File: src/rtl/mem_port_arbiter.sv
// rtl/mem_port_arbiter.sv - round-robin arbiter for the shared single memory port
module mem_port_arbiter #(
    parameter int AW      = 32,
    parameter int DW      = 32,
    parameter int MEM_LAT = 1
) (
    input  logic          clk,
    input  logic          rst,
    input  logic          m0_req,
    input  logic          m0_we,
    input  logic [AW-1:0] m0_adr,
    input  logic [DW-1:0] m0_wdata,
    output logic          m0_gnt,
    output logic          m0_rvalid,
    input  logic          m1_req,
    input  logic          m1_we,
    input  logic [AW-1:0] m1_adr,
    input  logic [DW-1:0] m1_wdata,
    output logic          m1_gnt,
    output logic          m1_rvalid,
    output logic [DW-1:0] rdata,
    output logic          mem_en,
    output logic          mem_we,
    output logic [AW-1:0] mem_adr,
    output logic [DW-1:0] mem_wdata,
    input  logic [DW-1:0] mem_rdata,
    output logic          busy,
    output logic          owner
);

    if (MEM_LAT < 1 || MEM_LAT > 8) begin : g_bad_lat
        $error("mem_port_arbiter: MEM_LAT must be in 1..8");
    end

    typedef enum logic [1:0] {S_IDLE, S_ISSUE, S_WAIT, S_RESP} state_t;

    state_t     state, state_nxt;
    logic [2:0] cnt;
    logic       last_owner;
    logic       lat_we;
    logic       grant;
    logic       pick1;
    logic       sel_we;

    always_ff @(posedge clk or negedge rst) begin
        if (!rst) state <= S_IDLE;
        else      state <= state_nxt;
    end

    // RESP doubles as an arbitration slot so back-to-back accesses need no idle gap
    always_comb begin
        state_nxt = state;
        pick1     = m1_req && (!m0_req || !last_owner);
        grant     = rst && (m0_req || m1_req) && (state == S_IDLE || state == S_RESP);
        sel_we    = pick1 ? m1_we : m0_we;
        case (state)
            S_IDLE:  if (grant) state_nxt = S_ISSUE;
            S_ISSUE: state_nxt = S_WAIT;
            S_WAIT:  if (cnt == 3'd0) state_nxt = S_RESP;
            S_RESP:  state_nxt = grant ? S_ISSUE : S_IDLE;
            default: state_nxt = S_IDLE;
        endcase
    end

    assign m0_gnt    = grant && !pick1;
    assign m1_gnt    = grant && pick1;
    assign m0_rvalid = (state == S_RESP) && !owner;
    assign m1_rvalid = (state == S_RESP) && owner;
    assign busy      = (state != S_IDLE);

    // mem_* are loaded on grant and live for the ISSUE cycle only
    always_ff @(posedge clk or negedge rst) begin
        if (!rst) begin
            mem_en     <= 1'b0;
            mem_we     <= 1'b0;
            mem_adr    <= '0;
            mem_wdata  <= '0;
            rdata      <= '0;
            owner      <= 1'b0;
            last_owner <= 1'b1;
            lat_we     <= 1'b0;
            cnt        <= 3'd0;
        end else begin
            mem_en    <= 1'b0;
            mem_we    <= 1'b0;
            mem_adr   <= '0;
            mem_wdata <= '0;
            if (grant) begin
                mem_en     <= 1'b1;
                mem_we     <= sel_we;
                mem_adr    <= pick1 ? m1_adr : m0_adr;
                mem_wdata  <= pick1 ? m1_wdata : m0_wdata;
                owner      <= pick1;
                last_owner <= pick1;
                lat_we     <= sel_we;
            end
            if (state == S_ISSUE)
                cnt <= 3'(MEM_LAT - 1);
            else if (state == S_WAIT && cnt != 3'd0)
                cnt <= cnt - 3'd1;
            if (state == S_WAIT && cnt == 3'd0 && !lat_we)
                rdata <= mem_rdata;
        end
    end

endmodule

File: config.mk
export PLATFORM = sky130hd
export DESIGN_NAME = mem_port_arbiter
export DESIGN_NICKNAME = d
export VERILOG_FILES = /design/src/rtl/mem_port_arbiter.sv
export SDC_FILE = /design/constraint.sdc
export NUM_CORES = 1
export LEC_CHECK = 0
export ABC_AREA = 1
export ABC_CLOCK_PERIOD_IN_PS = 3200
export CAP_MARGIN = 5
export CORE_ASPECT_RATIO = 2
export CORE_MARGIN = 5
export CORE_UTILIZATION = 41
export CTS_BUF_LIST = sky130_fd_sc_hd__clkbuf_4
export DETAILED_ROUTE_END_ITERATION = 7
export PLACE_DENSITY_LB_ADDON = 0.05
export SLEW_MARGIN = 20
export SYNTH_ARGS = -nofsm -noshare
export SYNTH_HDL_FRONTEND = slang
export SYNTH_SLANG_ARGS = --single-unit
export TNS_END_PERCENT = 20
File: constraint.sdc
create_clock -name clk -period 3.2 [get_ports clk]
set_input_delay 0.64 -clock clk [delete_from_list [all_inputs] [get_ports clk]]
set_output_delay 0.64 -clock clk [all_outputs]
set_load 0.05 [all_outputs]
[Word level (Yosys, flattened, before mapping)]
Cells that the tools add are included.
Word-level totals
  output and inout port bits: 104
  word-level logic and storage cells: 53
  bits of input ports: 166
  bits in registers: 106
Cells by class
  equal/unequal tests: 5
  reductions and logical operators: 24
  add/sub/neg operators: 1
  mux-type cells: 13
Operators by type and width (number)
  $mux W32: 4
  $logic_and A1 B1 Y1: 10
  $pmux W2 S4: 1
  $mux W3: 2
  $logic_not A1 Y1: 5
  $eq A2 B2 Y1 const B: 2
  $mux W1: 4
  $mux W2: 2
  $ne A2 B2 Y1 const B: 2
  $reduce_bool A2 Y1: 2
  $logic_not A3 Y1: 1
  $logic_or A1 B1 Y1: 3
  $reduce_bool A3 Y1: 1
  $sub A3 B1 Y3 const B: 1
  $eq A2 B1 Y1 const B: 1
  $logic_not A2 Y1: 1
  $reduce_and A2 Y1: 1

[Logic depth before layout (Yosys ltp)]
  word-level depth: 5
  gate-level depth with buffers: 11
  mapped depth without buffers: 9

[Worst setup path before layout]
OpenSTA, ideal clock, no wires.
  kind: register to output
  from: register state[0]
  to: output port m1_gnt
  stages on the path, launching flop included: 9
  arrival time: 1.463 ns
  path slack: 1.097 ns
  data required time: 2.560 ns
  path buffers: 1
  path through: dfrtp_1 > inv_1 > ha_1 > inv_1 > nand3_4 > inv_2 > nand2_2 > inv_2 > buf_2
On the way
  word-level cells in the longest chain between the ends: 4
  elaborated cells on any way between the ends: 5
  those cells by class: eq/ne: 1; reduce/logical: 4
Ends and longest elaborated chain
  start: declaration: RTL line 37  | state_t state, state_nxt;
  start signal: assignment: RTL line 47  | else state <= state_nxt;
  $eq A2 B2 Y1 / $logic_not A2 Y1 (equally long branches): RTL line 54  | grant = rst && (m0_req || m1_req) && (state == S_IDLE || state == S_RESP);
  $logic_or A1 B1 Y1 *: RTL line 54
  $logic_and A1 B1 Y1 *: RTL line 54
  net grant: RTL line 41  | logic grant;
  $logic_and A1 B1 Y1 *: RTL line 66  | assign m1_gnt = grant && pick1;
  end: declaration: RTL line 19  | output logic m1_gnt,
The timed path passes the listed nets; every way through them passes the cells marked *.

[Worst setup path after layout]
  from: register state[0]
  to: output port busy
On the way
  word-level cells in the longest chain between the ends: 1
Ends and longest elaborated chain
  $reduce_bool A2 Y1: RTL line 69  | assign busy = (state != S_IDLE);
  end: declaration: RTL line 27  | output logic busy,
No other way between the ends.

==> run_results.csv <==
group,metric,value,unit
sta,min_period_over_period,86.5,%
synthesis,synth.largest_area_cell,"dfrtp_1",
global_route,grt.total_usage,21.6,%
routing,drt_pre_antenna_iters,4,
routing,drc_errors,0,
status,status,"finished, final reports clean",
synthesis,synth_top_cell_area_share,61.3,%
placed_design,port_buffers,269,
sta,slew_headroom,33.2,%
clock_tree,cts_tree,"built",
synthesis,ys_seq_area_share,61.9,%
clock_tree,cts-resized-gates,0,
pwr,p_leak,3.58,nW
final_layout,final_nets,919,
floorplanning,die_h,155,um
worst_hold_path,min_path_type,"input port to asynchronous set/reset pin",
clock_tree,cts_made_buffers,9,
synthesis,ys_warn_count,0,
global_route,grt_pass1_wl,20500,um
routing,antenna_left,0,
routing,first_iter_violations,134,
clock_tree,path_clk_slew,0.18,ns
synthesis,synthFlopType,"dfrtp_1",
sta,grt_setup_unrepaired,"false",
sta,fin_skew,0.0266,ns
critical_path,required,2.56,ns
placed_design,place_congestion,0.816,
synthesis,async_reset_ff_share,100,%
synthesis,ys_seq_elements,106,
synthesis,postSynthCellCount,484,
critical_path,reg2reg_depth,8,
sta,postLayoutSetupSlackWorst,0.432,ns
critical_path,crit_fanout,5,
critical_path,critPathKind,"flip-flop to output port",
synthesis,synth_edf_count,0,
sta,tightest_slew,1.00,ns
pwr,power,6.20,mW
synthesis,avgSynthCellArea,8.86,um^2
clock_tree,htree_levels,3,
final_layout,fill_cells,876,
routing,wl_per_cell,15.3,um
clock_tree,cts_hold_buf,0,
sta,setup-tns-final,0,ns
placed_design,detailedPlace.worstSlack,0.650,ns
synthesis,synth_cell_types,20,
pwr,ir_drop,455,uV
critical_path,critical_path.startpoint_type,"flip-flop",
placed_design,dpl.hpwl,10700,um
clock_tree,cts-root-buf,"clkbuf_4",
clock_tree,cts_setup_buffers,0,
final_layout,drive_above_1_share,5.85,%
floorplanning,ios,270,
floorplanning,start_util,41.2,%
critical_path,cp.arrival,2.13,ns
clock_tree,cts_buffer_depth,2,
synthesis,synth_common_cells,"270 x nand2_1, 105 x dfrtp_1, 35 x nand3_1",
clock_tree,insertion_delay,0.46,ns
job,cap_violations,0,
global_route,first_global_vias,4086,
synthesis,yosys-top-cells-area,"dfrtp_1 61%, nand2_1 24%, nand3_1 4.1%",
sta,setup_viol,0,
sta,hold_viol_final,0,
final_layout,register_area,2650,um^2
sta,min_period,2.77,ns
final_layout,syn_to_final_growth,68.6,%
critical_path,cp-end-kind,"output port",
global_route,grt_overflow,0,
synthesis,yosysMostFrequentCell,"nand2_1",
floorplanning,rows,53,
final_layout,utilization,69.4,%
floorplanning,die_x,82.3,um
clock_tree,cts.sinks,106,
synthesis,synth_area,4290,um^2
synthesis,syn_nets,656,
sta,drv_slew,0,
final_layout,multi_input_area,1430,um^2
global_route,antenna_found_initial,1,
routing,finalWirelength,13600,um
pwr,p_per_area,858,nW/um^2
routing,vias,4085,
floorplanning,dieArea,12700,um^2
floorplanning,coreArea,10400,um^2
routing,avgViaCountPerCell,4.59,
sta,fmax,361,MHz
global_route,grt_max_degree,65,
==> path summary, 6_finish.rpt <==
| check | startpoint | to | slack (ns) |
|---|---|---|---|
| max in group asynchronous | rst | mem_adr[26] | 1.72 |
| min in group clk | rdata[27] | rdata[27] | 0.49 |
| setup / recovery | state[0] | busy | 0.43 |
| setup reg to reg | state[0] | rdata[3] | 0.88 |
| hold reg to reg | rdata[27] | rdata[27] | 0.49 |
| hold / removal | rst | rdata[6] | 0.28 |
==> worst max-delay path, cell delays in order, from the launching register on <==
cell	delay, ns
dfrtp_1	0.45
inv_1	0.10
ha_1	0.24
inv_1	0.08
clkdlybuf4s50_1	0.82
==> state kept, by name, summed over array words and instances, names as in the netlist <==
signal      cells
mem_adr        32
mem_wdata      32
rdata          32
cnt             3
state           2
last_owner      1
lat_we          1
mem_en          1
mem_we          1
owner           1
==> per-stage QoR <==
step / area (um^2) / hold WS [ns] / cells
2_1_floorplan: 4290 / 0.344 / 484
4_1_cts: 7230 / 0.269 / 889
3_5_place_dp: 7080 / 0.458 / 873
6_report: 7230 / 0.277 / 890
3_3_place_gp: 7080 / 0.454 / 873
5_1_grt: 7230 / 0.293 / 890
==> kinds of logic after synthesis <==
family | synth area share (%)
compound gates | 0.730
flops | 61.9
buf+inv | 5.02
fa+ha+maj | 1.75
simple gates | 30.6
==> per-layer routing <==
metal | routed length (um) | vias up | GRT usage (%)
met5 | 0 | - | 0
met2 | 7330 | 178 | 37.5
met3 | 1270 | 33 | 7.46
li1 | - | 2000 | -
met1 | 4390 | 1874 | 22.4
met4 | 598 | 0 | 10.6
==> power by group <==
group	switching, mW	internal, mW	total (mW)
clock network	0.454	0.258	0.711
logic	2.39	1.16	3.55
registers	0.178	1.76	1.94
==> cells in the final DEF (no fill, tap or decap), types with 3 or more instances in the layout <==
cell and n:
nand3_1 35, dfrtp_1 105, clkinv_4 3, nor2_1 3
o21ai_0 3, nand2_2 12, nand2_1 270, buf_4 7
ha_1 6, inv_1 16, clkbuf_4 10, clkdlybuf4s50_1 266
==> final cells by class <==
class / instances / area share, %
clock inverter: 6 / 1.02
inverter: 18 / 0.935
antenna: 1 / 0.0346
multi-input combinational: 337 / 19.8
timing repair buffer: 275 / 38.1
sequential: 106 / 36.7
tap: 137 / 2.37
clock buffer: 10 / 1.04
No activity file was read; power rests on OpenSTA's default activity.
